File: src/rtl/pixel_reorder_stream.sv
// Reorders out-of-order engine results into raster order and colours each pixel.
// One small FIFO per engine channel feeds a head comparator against the expected coordinate.
module pixel_reorder_stream #(
  parameter int NUM_ENGINES = 8,
  parameter int PIXEL_W     = 10,
  parameter int ITER_W      = 6,
  parameter int SLOT_DEPTH  = 4,
  parameter int H_RES       = 640,
  parameter int V_RES       = 480
) (
  input  logic                           clk,
  input  logic                           reset,
  input  logic [ITER_W-1:0]              iterations_max,
  input  logic                           colour_mode,
  input  logic [NUM_ENGINES-1:0]         eng_valid,
  output logic [NUM_ENGINES-1:0]         eng_ready,
  input  logic [NUM_ENGINES*PIXEL_W-1:0] eng_x,
  input  logic [NUM_ENGINES*PIXEL_W-1:0] eng_y,
  input  logic [NUM_ENGINES*ITER_W-1:0]  eng_iter,
  input  logic                           ready,
  output logic [7:0]                     r,
  output logic [7:0]                     g,
  output logic [7:0]                     b,
  output logic                           valid,
  output logic                           first,
  output logic                           last_x,
  output logic                           last_y,
  output logic                           frame_done,
  output logic                           order_err
);
  localparam int PTR_W = $clog2(SLOT_DEPTH);
  localparam int CNT_W = PTR_W + 1;

  logic [PIXEL_W-1:0] mem_x [NUM_ENGINES][SLOT_DEPTH];
  logic [PIXEL_W-1:0] mem_y [NUM_ENGINES][SLOT_DEPTH];
  logic [ITER_W-1:0]  mem_i [NUM_ENGINES][SLOT_DEPTH];
  logic [PTR_W-1:0]   wr_ptr [NUM_ENGINES];
  logic [PTR_W-1:0]   rd_ptr [NUM_ENGINES];
  logic [CNT_W-1:0]   cnt    [NUM_ENGINES];

  logic [PIXEL_W-1:0] head_x [NUM_ENGINES];
  logic [PIXEL_W-1:0] head_y [NUM_ENGINES];
  logic [NUM_ENGINES-1:0] full, push, pop, drop, match, grant;
  logic [ITER_W-1:0]  sel_iter;
  logic               found, pop_en, at_origin, deadlock;

  logic [PIXEL_W-1:0] exp_x, exp_y;
  logic [ITER_W-1:0]  imax_sh;
  logic               mode_sh, stall_p1;
  logic               vld_p1, first_p1, last_x_p1, last_y_p1;
  logic [7:0]         r_p1, g_p1, b_p1;
  logic [23:0]        rgb_p0;

  function automatic logic [23:0] colour_fn(input logic [ITER_W-1:0] it,
                                            input logic [ITER_W-1:0] imax,
                                            input logic mode);
    logic [7:0] s;
    s = 8'(it) << (8 - ITER_W);
    if (it == imax)  return 24'h000000;
    else if (!mode)  return {s, s, s};
    else             return {s, ~s, 8'h80};
  endfunction

  assign eng_ready = ~full;
  assign push      = eng_valid & ~full;
  assign at_origin = (exp_x == '0) && (exp_y == '0);

  // Stage p0: head compare, out-of-range drop and lowest-index arbitration
  always_comb begin
    grant    = '0;
    found    = 1'b0;
    sel_iter = '0;
    for (int k = 0; k < NUM_ENGINES; k++) begin
      full[k]   = (cnt[k] == CNT_W'(SLOT_DEPTH));
      head_x[k] = mem_x[k][rd_ptr[k]];
      head_y[k] = mem_y[k][rd_ptr[k]];
      drop[k]   = (cnt[k] != '0) &&
                  ((32'(head_x[k]) >= 32'(H_RES)) || (32'(head_y[k]) >= 32'(V_RES)));
      match[k]  = (cnt[k] != '0) && !drop[k] &&
                  (head_x[k] == exp_x) && (head_y[k] == exp_y);
      if (match[k] && !found) begin
        grant[k] = 1'b1;
        found    = 1'b1;
        sel_iter = mem_i[k][rd_ptr[k]];
      end
    end
    pop_en   = found && (!vld_p1 || ready);
    pop      = drop | (grant & {NUM_ENGINES{pop_en}});
    deadlock = (&full) && !(|match);
    rgb_p0   = at_origin ? colour_fn(sel_iter, iterations_max, colour_mode)
                         : colour_fn(sel_iter, imax_sh, mode_sh);
  end

  always_ff @(posedge clk) begin
    for (int k = 0; k < NUM_ENGINES; k++) begin
      if (push[k]) begin
        mem_x[k][wr_ptr[k]] <= eng_x[k*PIXEL_W +: PIXEL_W];
        mem_y[k][wr_ptr[k]] <= eng_y[k*PIXEL_W +: PIXEL_W];
        mem_i[k][wr_ptr[k]] <= eng_iter[k*ITER_W +: ITER_W];
      end
    end
  end

  always_ff @(posedge clk) begin
    if (reset) begin
      for (int k = 0; k < NUM_ENGINES; k++) begin
        wr_ptr[k] <= '0;
        rd_ptr[k] <= '0;
        cnt[k]    <= '0;
      end
    end else begin
      for (int k = 0; k < NUM_ENGINES; k++) begin
        if (push[k]) wr_ptr[k] <= wr_ptr[k] + 1'b1;
        if (pop[k])  rd_ptr[k] <= rd_ptr[k] + 1'b1;
        cnt[k] <= cnt[k] + CNT_W'(push[k]) - CNT_W'(pop[k]);
      end
    end
  end

  // Stage p1: output register, raster counter, frame shadows and error flag
  always_ff @(posedge clk) begin
    if (reset) begin
      exp_x     <= '0;
      exp_y     <= '0;
      imax_sh   <= '1;
      mode_sh   <= 1'b0;
      stall_p1  <= 1'b0;
      order_err <= 1'b0;
      vld_p1    <= 1'b0;
      first_p1  <= 1'b0;
      last_x_p1 <= 1'b0;
      last_y_p1 <= 1'b0;
      r_p1      <= '0;
      g_p1      <= '0;
      b_p1      <= '0;
    end else begin
      stall_p1 <= deadlock;
      if ((deadlock && stall_p1) || (|drop)) order_err <= 1'b1;
      if (pop_en) begin
        vld_p1    <= 1'b1;
        first_p1  <= at_origin;
        last_x_p1 <= (exp_x == PIXEL_W'(H_RES - 1));
        last_y_p1 <= (exp_x == PIXEL_W'(H_RES - 1)) && (exp_y == PIXEL_W'(V_RES - 1));
        {r_p1, g_p1, b_p1} <= rgb_p0;
        if (at_origin) begin
          imax_sh <= iterations_max;
          mode_sh <= colour_mode;
        end
        if (exp_x == PIXEL_W'(H_RES - 1)) begin
          exp_x <= '0;
          exp_y <= (exp_y == PIXEL_W'(V_RES - 1)) ? '0 : exp_y + 1'b1;
        end else begin
          exp_x <= exp_x + 1'b1;
        end
      end else if (ready) begin
        vld_p1 <= 1'b0;
      end
    end
  end

  assign valid      = vld_p1;
  assign first      = first_p1;
  assign last_x     = last_x_p1;
  assign last_y     = last_y_p1;
  assign r          = r_p1;
  assign g          = g_p1;
  assign b          = b_p1;
  assign frame_done = vld_p1 && ready && last_y_p1;
endmodule

File: config.mk
export PLATFORM = sky130hd
export DESIGN_NAME = pixel_reorder_stream
export DESIGN_NICKNAME = d
export VERILOG_FILES = /design/src/rtl/pixel_reorder_stream.sv
export SDC_FILE = /design/constraint.sdc
export NUM_CORES = 1
export LEC_CHECK = 0
export CAP_MARGIN = 5
export CORE_ASPECT_RATIO = 1.5
export CORE_MARGIN = 4
export CORE_UTILIZATION = 35
export CTS_BUF_LIST = sky130_fd_sc_hd__clkbuf_8
export DETAILED_ROUTE_END_ITERATION = 8
export GPL_TIMING_DRIVEN = 0
export SYNTH_ARGS = -nofsm -noshare
export SYNTH_HDL_FRONTEND = slang
export SYNTH_SLANG_ARGS = --single-unit
File: constraint.sdc
create_clock -name clk -period 6.61 [get_ports clk]
set_input_delay 1.983 -clock clk [delete_from_list [all_inputs] [get_ports clk]]
set_output_delay 1.983 -clock clk [all_outputs]
set_load 0.005 [all_outputs]
==> metrics.txt <==
status finished, final reports clean; Starting Density 35.16%; Die Y 434.0 microns; Seq/Total Area, Yosys 64.87%; DRC viols 0; area of placed instances 47250 sq um; clock latency on the worst-skew pair 0.88 ns; CP Max Fanout 10; layout net count 3481; Fin Setup TNS 0 ns; unrepaired setup endpoints after global routing false; Mapped Cells 2767; Synth area leaders edfxtp_1, mux4_2, dfxtp_1, xnor2_1, mux2i_1; number of synthesized register bits 940; synthesized area 42340 sq um; Hold Crit Class flop to flop; Startpoint Class flop; vias per inst 5.455; final instance area 49990 sq um; # fillers 10960; final global-route overflow total 0; largest net degree at the start of global routing 27; I/O pin count 264; Fmax achieved 0.1537 GHz; wire per inst 27.10 microns; Post-synth top cells edfxtp_1, xnor2_1, nor2_1; Initial DRC Count 2207; Root Driver clkbuf_8; synth warn 0; final HPWL from detailed placement 97.45 mm; Final Wtd Congestion 0.9562; clock slew at reported path FFs 0.07 ns; Final Cycle Share 98.42%; die area 126700 sq um; Post-DRT Antenna Nets 0; top-area cell type share of the netlist area 61.27%; fin crit period 6.505 ns; Clock Skews 0.04966 ns; vias in the first global route 27120; Async SR Flop Fraction 0%; max_cap viols 0; biggest area consumer among synthesized cells edfxtp_1; CTS Buffer Depth 3; Power Total 17.54 mW; Fin. Hold Viols 0; die width 292.0 microns; pwr dens 350.8 nW/um^2; post-placement cell count 4622; P&R area growth vs syn 18.07%; final setup vio count 0; gr usage total 20.50%; Peak VDD IR 0.2525 mV; CP required 7.38 ns; row count 156; H-tree depth 4; initial antenna violation count 26; Post-synth EDFFs 864; TritonCTS Buffers 142; crit end category flop; Vias 26640; post-synthesis cell type count 88; count of clock tree sinks 940; Core ar. 120400 sq um; PortBufs 258; dpl ws -0.8088 ns; ys flop type edfxtp_1; Max-slew headroom 9.126%; total iterations of the first detailed-routing run 6; first-pass GRT wire length 187.0 mm; most common cell in the synthesized netlist edfxtp_1; worst setup path category flop to flop; Worst Max-Slew Pin Slew 1.363 ns; CTS tree built; # Post-CTS Setup Buffers 0; post-route setup slack 0.1047 ns; final wirelength 132.4 mm; Data arrival, critical path 7.27 ns; fin cells 4884; P_leak 16.33 nW; syn avg cell area 15.30 sq um; share of cells above drive strength 1 15.58%; final-report max-slew violation count 0
layer usage:
| metal | wire [microns] | GRT usage (%) | share of wire (%) |
|---|---|---|---|
| met5 | 91 | 0 | 0.069 |
| met3 | 9070 | 4.823 | 6.9 |
| met2 | 65740 | 34.89 | 50 |
| met1 | 49850 | 23.94 | 38 |
| met4 | 7625 | 11.21 | 5.8 |
per-stage QoR:
step                      utilization [%]  hold WS (ns)
after floorplan                         -        0.4031
after global placement              38.96        0.4107
after detailed placement            39.23        0.4075
after CTS                           41.49        0.4264
after global routing                41.50        0.4536
final                               41.51        0.4276
flip-flops by register name (all words and copies together) (netlist names), 7 cells and up:
register	count
mem_i	192
exp_y	10
wr_ptr	16
rd_ptr	16
cnt	24
exp_x	10
mem_x	320
mem_y	320
g	7
worst paths after layout:
check | depth (start not counted) | startpoint | slack (ns) | end
hold reg to reg | 1 | stall_p1 | 0.43 | order_err
setup reg to reg | 14 | exp_y[7] | 0.10 | b[2]
hold / removal | 1 | stall_p1 | 0.43 | order_err
setup / recovery | 14 | exp_y[7] | 0.10 | b[2]
placed cells by master, fill, tap and decap left out, types with 44 or more instances in the layout:
cell type	synthesis	layout
nor3_1	60	60
dfxtp_1	76	76
clkbuf_8	0	144
inv_1	87	119
xnor2_1	171	171
clkdlybuf4s50_1	0	258
edfxtp_1	864	864
nor2_1	148	148
mux4_2	143	143
clkbuf_1	84	71
nand4_1	71	71
mux2i_1	113	113
ha_1	64	64
nand2_1	87	87
nand3_1	51	51
a21oi_1	44	44
critical path, cell delays in order, from the launching register on:
cell and delay, ns:
dfxtp_1 0.37, clkbuf_1 0.90, inv_1 0.40, a22oi_1 0.26, a21oi_1 0.11, or4b_1 0.52, nor4_2 0.81, a2111oi_0 0.42
a311o_1 0.44, a311oi_1 0.76, xor2_1 0.17, a21oi_2 0.45, buf_2 0.33, a31oi_1 0.16, o31a_1 0.29
final cells by class:
cell class	count	area, sq um	area share (%)
sequential	940	27470	54.94
multi-input combinational	1585	13920	27.85
tap	1580	1977	3.954
inverter	88	330.3	0.6607
antenna	11	27.53	0.05506
timing repair buffer	272	2853	5.706
buffer	154	708.2	1.417
clock buffer	144	1982	3.964
clock inverter	110	726.9	1.454
power breakdown:
group          switching, mW  internal (mW)  total, mW
clock network           2.35           2.28       4.62
registers              0.230           7.23       7.46
logic                   3.19           2.26       5.45
total                   5.76           11.8       17.5
logic make-up after synthesis:
kind of cell               Yosys count  synth area share [%]
muxes                              301                 11.93
other                                1              0.008856
DFF                                940                 64.87
adders and majority gates           72                 2.269
AOI/OAI and AO/OA                  319                 5.573
buffers and inverters              245                 2.441
xor gates and xnor gates           190                 3.948
and+or+nand+nor                    699                 8.959
what timing repair did:
action / CTS / global route
setup endpoints to repair: 26 / 24
hold buffers: 0 / 0
resized for setup: 2 / 14
No activity file was read; power rests on OpenSTA's default activity.
